`src/rtl/iir_stim_seq_if.sv`:
```
// Handshake and data bundle between the stimulus sequencer and the
// ap_ctrl_hs IIR filter core. The sequencer is the master side.
interface iir_stim_seq_if #(
  parameter int W = 20
);
  logic         core_start;
  logic         core_ready;
  logic         core_done;
  logic [W-1:0] core_return;
  logic [W-1:0] core_x;

  modport master (
    output core_start,
    output core_x,
    input  core_ready,
    input  core_done,
    input  core_return
  );

  modport slave (
    input  core_start,
    input  core_x,
    output core_ready,
    output core_done,
    output core_return
  );
endinterface

```
`src/rtl/iir_stim_seq.sv`:
```
// Stimulus sequencer and response capture for an ap_ctrl_hs IIR core.
// Generates impulse/step/square/ramp samples paced by ap_start/ap_ready,
// and after an arm request records CAP_DEPTH ap_return samples into a
// readable buffer, starting at the first event after arming.
module iir_stim_seq #(
  parameter int W         = 20,
  parameter int PERIOD_W  = 10,
  parameter int CAP_DEPTH = 64,
  parameter int AW        = $clog2(CAP_DEPTH)
) (
  input  logic                ap_clk,
  input  logic                ap_rst,
  input  logic                enable,
  input  logic [1:0]          mode,
  input  logic [W-1:0]        amplitude,
  input  logic [PERIOD_W-1:0] period,
  iir_stim_seq_if.master      core,
  output logic                stim_event,
  input  logic                cap_arm,
  output logic                cap_busy,
  output logic                cap_full,
  input  logic [AW-1:0]       cap_raddr,
  output logic [W-1:0]        cap_rdata
);

  typedef enum logic [1:0] {
    S_IDLE    = 2'd0,
    S_ARMED   = 2'd1,
    S_CAPTURE = 2'd2,
    S_DONE    = 2'd3
  } cap_state_e;

  localparam logic [1:0] M_IMPULSE = 2'd0;
  localparam logic [1:0] M_STEP    = 2'd1;
  localparam logic [1:0] M_SQUARE  = 2'd2;

  logic                start_d, start_q;
  logic [PERIOD_W-1:0] cnt_d, cnt_q;
  logic                lvl_d, lvl_q;
  logic                step_d, step_q;
  logic [W-1:0]        x_d, x_q;
  logic                evt_d, evt_q;
  cap_state_e          state_d, state_q;
  logic [AW-1:0]       wptr_d, wptr_q;
  logic                buf_we;
  logic [W-1:0]        rdata_q;
  logic [W-1:0]        mem [CAP_DEPTH];

  logic accept;
  logic is_event;

  assign accept   = start_q && core.core_ready;
  assign is_event = accept && (cnt_q == '0);

  // Sample counter, level latches and next stimulus sample; all hold
  // unless the core accepts a sample.
  always_comb begin
    start_d = enable;
    cnt_d   = cnt_q;
    lvl_d   = lvl_q;
    step_d  = step_q;
    x_d     = x_q;
    evt_d   = 1'b0;
    if (accept) begin
      evt_d = is_event;
      cnt_d = is_event ? period : cnt_q - 1'b1;
      if (is_event) begin
        lvl_d  = ~lvl_q;
        step_d = 1'b1;
      end
      case (mode)
        M_IMPULSE: x_d = is_event ? amplitude : '0;
        // The first event itself already emits the step level.
        M_STEP:    x_d = (is_event || step_q) ? amplitude : '0;
        // Uses the post-toggle level so the event sample reflects the new half-period.
        M_SQUARE:  x_d = lvl_d ? amplitude : '0;
        default:   x_d = is_event ? '0 : x_q + amplitude;
      endcase
    end
  end

  // Capture FSM next state and buffer write strobe.
  always_comb begin
    state_d = state_q;
    wptr_d  = wptr_q;
    buf_we  = 1'b0;
    case (state_q)
      S_IDLE: begin
        // An event coinciding with the arm does not start capture.
        if (cap_arm) state_d = S_ARMED;
      end
      S_ARMED: begin
        // core_done in the entry cycle is deliberately not captured.
        if (is_event) begin
          state_d = S_CAPTURE;
          wptr_d  = '0;
        end
      end
      S_CAPTURE: begin
        if (core.core_done) begin
          buf_we = 1'b1;
          wptr_d = wptr_q + 1'b1;
          if (&wptr_q) state_d = S_DONE;
        end
      end
      S_DONE: begin
        if (cap_arm) state_d = S_ARMED;
      end
      default: state_d = S_IDLE;
    endcase
  end

  // Control and stimulus registers.
  always_ff @(posedge ap_clk) begin
    if (ap_rst) begin
      start_q <= 1'b0;
      cnt_q   <= '0;
      lvl_q   <= 1'b0;
      step_q  <= 1'b0;
      x_q     <= '0;
      evt_q   <= 1'b0;
      state_q <= S_IDLE;
      wptr_q  <= '0;
      rdata_q <= '0;
    end else begin
      start_q <= start_d;
      cnt_q   <= cnt_d;
      lvl_q   <= lvl_d;
      step_q  <= step_d;
      x_q     <= x_d;
      evt_q   <= evt_d;
      state_q <= state_d;
      wptr_q  <= wptr_d;
      rdata_q <= mem[cap_raddr];
    end
  end

  // Capture buffer storage; contents intentionally survive reset.
  always_ff @(posedge ap_clk) begin
    if (buf_we) mem[wptr_q] <= core.core_return;
  end

  assign core.core_start = start_q;
  assign core.core_x     = x_q;
  assign stim_event      = evt_q;
  assign cap_busy        = (state_q == S_ARMED) || (state_q == S_CAPTURE);
  assign cap_full        = (state_q == S_DONE);
  assign cap_rdata       = rdata_q;

endmodule

```
`src/flat_wrapper.sv`:
```
// flat-port wrapper written by rule: the top's interface ports become plain ports
module iir_stim_seq_flat 
#(
  parameter int W         = 20,
  parameter int PERIOD_W  = 10,
  parameter int CAP_DEPTH = 64,
  parameter int AW        = $clog2(CAP_DEPTH)
)
  (ap_clk, ap_rst, enable, mode, amplitude, period, stim_event, cap_arm, cap_busy, cap_full, cap_raddr, cap_rdata, core_core_start, core_core_x, core_core_ready, core_core_done, core_core_return);
  iir_stim_seq_if #(.W(W)) core_i ();
  input  logic ap_clk;
  input  logic ap_rst;
  input  logic enable;
  input  logic [1:0] mode;
  input  logic [W-1:0] amplitude;
  input  logic [PERIOD_W-1:0] period;
  output logic stim_event;
  input  logic cap_arm;
  output logic cap_busy;
  output logic cap_full;
  input  logic [AW-1:0] cap_raddr;
  output logic [W-1:0] cap_rdata;
  output wire logic [$bits(core_i.core_start)-1:0] core_core_start;
  output wire logic [$bits(core_i.core_x)-1:0] core_core_x;
  input wire logic [$bits(core_i.core_ready)-1:0] core_core_ready;
  input wire logic [$bits(core_i.core_done)-1:0] core_core_done;
  input wire logic [$bits(core_i.core_return)-1:0] core_core_return;
  assign core_core_start = core_i.core_start;
  assign core_core_x = core_i.core_x;
  assign core_i.core_ready = core_core_ready;
  assign core_i.core_done = core_core_done;
  assign core_i.core_return = core_core_return;
  iir_stim_seq #(.W(W), .PERIOD_W(PERIOD_W), .CAP_DEPTH(CAP_DEPTH), .AW(AW)) u_core (.ap_clk(ap_clk), .ap_rst(ap_rst), .enable(enable), .mode(mode), .amplitude(amplitude), .period(period), .core(core_i), .stim_event(stim_event), .cap_arm(cap_arm), .cap_busy(cap_busy), .cap_full(cap_full), .cap_raddr(cap_raddr), .cap_rdata(cap_rdata));
endmodule
```
`config.mk`:
```
export PLATFORM = sky130hd
export DESIGN_NAME = iir_stim_seq_flat
export DESIGN_NICKNAME = d
export VERILOG_FILES = /design/src/rtl/iir_stim_seq_if.sv /design/src/rtl/iir_stim_seq.sv /design/src/flat_wrapper.sv
export SDC_FILE = /design/constraint.sdc
export NUM_CORES = 1
export LEC_CHECK = 0
export ABC_AREA = 1
export CORE_AREA = 3 3 435 437
export DETAILED_ROUTE_END_ITERATION = 8
export DIE_AREA = 0 0 438 440
export PLACE_DENSITY = 0.44
export SYNTH_ARGS = -nofsm -noshare
export SYNTH_HDL_FRONTEND = slang
export SYNTH_SLANG_ARGS = --single-unit
```
`constraint.sdc`:
```
create_clock -name ap_clk -period 4.5 [get_ports ap_clk]
set_input_delay 0.9 -clock ap_clk [delete_from_list [all_inputs] [get_ports ap_clk]]
set_output_delay 0.9 -clock ap_clk [all_outputs]
set_load 0.01 [all_outputs]
```
; ---- Word level (Yosys, flattened, before mapping)
; Memory sizes are Yosys's and may differ from the RTL's. A register that Yosys moved wholly into a read port is not among the register bits.
; Cells that the tools add are included.
[word_totals]
out_inout_bits = 44
ram_bits = 1280
register_bits = 42
mem_count = 1
[mem_list]
columns = name, words, word_bits, rd, rd_ports_with_merged_regs, write_ports, line
row1 = u_core.mem, 64, 20, 1, 1, 1, iir_stim_seq.sv:47  ; logic [W-1:0] mem [CAP_DEPTH];
[op_classes]
n_reduce_logical = 14
eq_ne = 9
n_mux = 20
bitwise = 2
addsub = 3
[op_table]
columns = op, count
row1 = $mux 20, 4
row2 = $pmux 20 s3, 1
row3 = $add 20x20->20, 1
row4 = $mux 6, 2
row5 = $pmux 6 s2, 1
row6 = $logic_not 10->1, 1
row7 = $mux 10, 1
row8 = $sub 10x1->10 const B, 1
row9 = $mux 2, 4
row10 = $add 6x1->6 const B, 1
row11 = $eq 2x2->1 const B, 3
row12 = $mux 1, 6
row13 = $ne 2x1->1 const B, 3
row14 = $pmux 2 s3, 1
row15 = $reduce_and 6->1, 1
row16 = $eq 2x1->1 const B, 2
row17 = $logic_not 2->1, 2
row18 = $reduce_and 4->1, 1
row19 = $reduce_or 2->1, 2
row20 = $reduce_and 3->1, 1
row21 = $logic_and 1x1->1, 2
row22 = $logic_or 1x1->1, 2
row23 = $ne 2x2->1 const B, 1
row24 = $not 1->1, 2
row25 = other kinds (2), 2

; ---- Logic depth before layout (Yosys ltp)
[depth]
word_depth = 6
ltp_mapped = 13
depth_no_buf = 12

; ---- Worst setup path after synthesis
; No wires, ideal clock.
[synth_timing]
path_kind = input to register
from = input core_core_done
to = memory u_core.mem[0][0], enable pin
setup_slack_ns = 1.848
arrival_ns = 2.256
required_ns = 4.103
n_path_buf = 0
path_stages = 4
path_cell_list = nand2_1 -> inv_1 -> nand4_1 -> nor2_1
[synth_via]
elab_chain_len = 4
[synth_rtl]
columns = element, line
row1 = start: declaration, flat_wrapper.sv:26  ; input wire logic [$bits(core_i.core_done)-1:0] core_core_done;
row2 = $mux 1, iir_stim_seq.sv:100  ; if (core.core_done) begin
row3 = $mux 1, iir_stim_seq.sv:87  ; case (state_q)
row4 = $mux 1, iir_stim_seq.sv:140  ; if (buf_we) mem[wptr_q] <= core.core_return;
row5 = $mux 1 (not written as such), iir_stim_seq.sv:140
row6 = end: declaration, iir_stim_seq.sv:47
; No other way between the ends.

; ---- Worst setup path after layout
[layout_timing]
from = register u_core.state_q[0]
to = output cap_busy
[layout_via]
elab_chain_len = 2
elab_cells_between_ends = 3
[layout_rtl]
columns = element, line
row1 = start: declaration, iir_stim_seq.sv:43  ; cap_state_e state_d, state_q;
row2 = start signal: assignment, iir_stim_seq.sv:132  ; state_q <= state_d;
row3 = $eq 2x1->1 / $eq 2x2->1 (equally long branches), iir_stim_seq.sv:146  ; assign cap_busy = (state_q == S_ARMED) || (state_q == S_CAPTURE);
row4 = $logic_or 1x1->1 (*), iir_stim_seq.sv:146
row5 = end: declaration, flat_wrapper.sv:19  ; output logic cap_busy;
; Every way passes the cells marked *; elsewhere a longest branch is shown, timed or not.

==> out/metrics.yaml <==
status: "complete, no violations"
startpoint_type: "flop"
root_buffer: "clkbuf_16"
slew_headroom_pct: 18.46
critPathMaxStageDelay_ns: 0.62
grt_pass1_wl_mm: 257.6
post-synth-top-area-cell: "edfxtp_1"
worstPathRequired_ns: 3.60
combPwrFrac_pct: 7.7
power.total_uw: 27830
period_minus_slack_ns: 3.345
routed_wl_mm: 177.3
io_pins: 108
portBuffers: 107
post_cts_resized: 0
switching_share_pct: 24.18
finalSetupViolations: 0
drv_slew: 0
overflow: 0
htree_levels: 4
grt_max_degree: 148
worstPathArrival_ns: 2.44
internal_power_uw: 21100
synth_fp_nets: 5021
power.density_mw_per_mm2: 430.4
cp_common_cell: "inv_1"
power_frac_seq_pct: 49.6
die_area_mm2: 0.1927
cts_made_buffers: 149
grt_pass1_vias: 36040
globalRouteMet3Util_pct: 2.570
crit_chain: "inv_1 -> ha_1 -> inv_1 -> clkdlybuf4s50_1"
r2r_slack_ns: 1.86
cts_tree: "yes"
final_core_util_pct: 34.86
slowest_stage: "clkdlybuf4s50_1"
synth_top_area_share_pct: 68.99
start_util_pct: 30.05
leakagePower_uw: 0.02321
ys.flop_type: "edfxtp_1"
hold_viol: 0
grtUsageTotal_pct: 18.16
die_x_um: 438
place_ws_ns: 0.8454
r2r_end: "u_core.mem[12][6]$_DFFE_PP_"
holdCritPathClass: "input pin to flop"
drive_gt1_share_pct: 9.315
synthArstFlopShare_pct: 0
clk_latency_ns: 0.79
fillers: 18440
clock_sinks: 1342
max_cap_violations: 0
yosysMostFrequentCell: "nand2_1"
p_switching_uw: 6727
first_pass_iters: 6
hpwl_mm: 102.7
wl_per_cell_um: 23.11
grt_use_met1_pct: 25.27
reg2reg_from: "u_core.state_q[0]$_SDFFE_PP0P_"
yosys_warnings: 0
via_count: 37090
clk_pin_slew_worst_paths_ns: 0.06
antenna_left: 0
synthDistinctLibCells: 34
fin_crit_sh_pct: 74.33
finClkSkew_ns: 0.02022
grt_antenna_before_repair: 13
viasPerCell: 4.835
path_max_fanout: 4
synth-seq-cells: 1342
end_kind: "output port"
netlist_instances: 4930
fmax_mhz: 299.0
grt_util_met2_pct: 28.80
fin_area_mm2: 0.06465
rr_worst_depth: 8
avgSynthCellArea_um2: 11.30
synth_edf_count: 1280
clk_path_buf_depth: 3
fin_setup_tns_ns: 0
multi_input_area_mm2: 0.01421
die_h_um: 440
rsz0062_at_grt: "no"
cp-endpoint: "cap_busy"
initialDrtViolationCount: 3318
cts_hold_buf: 0
place.gp.congestion: 0.8429
worst_slack_ns: 1.155
netlist_top_cells_area: "edfxtp_1, nand2_1, nand3_1"
grt.busiest_layer: "met2"
tightestPinTransition_ns: 1.223
syn-cell-area_mm2: 0.05572
drc: 0
area_delta_synth_final_pct: 16.02
netlist_top_cells_count: "nand2_1, edfxtp_1, nand3_1, buf_2, nor2_1"
clkPwrFrac_pct: 42.7
dpl-instance-area_mm2: 0.05992
core_area_mm2: 0.1854
worstSetupPathType: "flop to output port"
setup.worst_path.start: "u_core.state_q[0]$_SDFFE_PP0P_"
register_area_mm2: 0.03968
yosysSeqAreaShare_pct: 71.21
ir_drop_uv: 392.6
rows: 158
fin_nets: 5157
post_cts_buffers: 0
power by group through the flow:
stage,clock (uW),sequential [uW],combinational [uW]
floorplan,0,14100,1140
detailed placement,0,14100,2170
CTS,12200,13800,2170
global route,12700,13800,2350
global placement,0,14100,2160
finish,11900,13800,2140
metal layers:
layer / wire, um / part of all wire (%)
met5: 33 / 0.019
met2: 81870 / 46
met4: 6130 / 3.5
met1: 80690 / 46
met3: 8551 / 4.8
layout make-up:
| type | count | area share (%) |
|---|---|---|
| inverters | 82 | 0.5090 |
| flip-flops and latches | 1342 | 61.38 |
| diodes | 7 | 0.02710 |
| clock inverters | 81 | 1.185 |
| well taps | 2480 | 4.800 |
| repair buffers | 279 | 4.020 |
| multi-input cells | 3212 | 21.99 |
| clock buffers | 189 | 6.095 |
registers in the layout (all words and copies together) (netlist names):
signal	cells
u_core.cap_rdata	20
u_core.cnt_q	10
u_core.core.core_start	1
u_core.core.core_x	20
u_core.lvl_q	1
u_core.mem	1280
u_core.state_q	2
u_core.step_q	1
u_core.stim_event	1
u_core.wptr_q	6
stage by stage:
stage                     cells  hold WS (ns)
after floorplan            4930        0.4402
after global placement     7395        0.4467
after detailed placement   7395        0.4565
after CTS                  7665        0.3669
after global routing       7666        0.4059
final                      7672        0.4228
critical path, delay by kind of cell, from the launching register on:
family	cells	cell delay, ns
adder cells (fa/ha/maj)	1	0.30
flip-flops	1	0.39
buffers and inverters	3	0.97
layout by cell type, fill, tap and decap left out, types with 8 or more instances in the layout:
master and count:
nor2_2 67, o21ai_0 35, clkbuf_1 35, edfxtp_1 1280
clkinv_2 15, nor2_1 68, clkinv_1 35, dfxtp_1 62
ha_1 26, nand3_1 1129, buf_4 146, nand4_1 9
a21oi_1 75, nand2_1 1758, bufinv_16 9, clkdlybuf4s50_1 81
xor2_1 10, buf_2 22, inv_1 75, clkbuf_16 150
inv_6 8, buf_12 27
logic make-up after synthesis:
kind of cell	share of synthesized area, %
AOI/OAI and AO/OA	1.197
xor gates and xnor gates	0.1886
adders and majority gates	0.6198
buffers and inverters	3.564
DFF	71.21
and+or+nand+nor	23.22
how the worst min path moves through the flow:
stage,from,end,slack [ns],cells after the start
after floorplan,u_core.step_q$_SDFFE_PP0P_,u_core.step_q$_SDFFE_PP0P_,0.44,1
after global placement,u_core.step_q$_SDFFE_PP0P_,u_core.step_q$_SDFFE_PP0P_,0.45,1
after detailed placement,u_core.step_q$_SDFFE_PP0P_,u_core.step_q$_SDFFE_PP0P_,0.46,1
after CTS,core_core_return[6],u_core.mem[25][6]$_DFFE_PP_,0.37,1
after global routing,core_core_return[6],u_core.mem[24][6]$_DFFE_PP_,0.41,1
final,core_core_return[6],u_core.mem[25][6]$_DFFE_PP_,0.42,1
No activity file was read; power rests on OpenSTA's default activity.
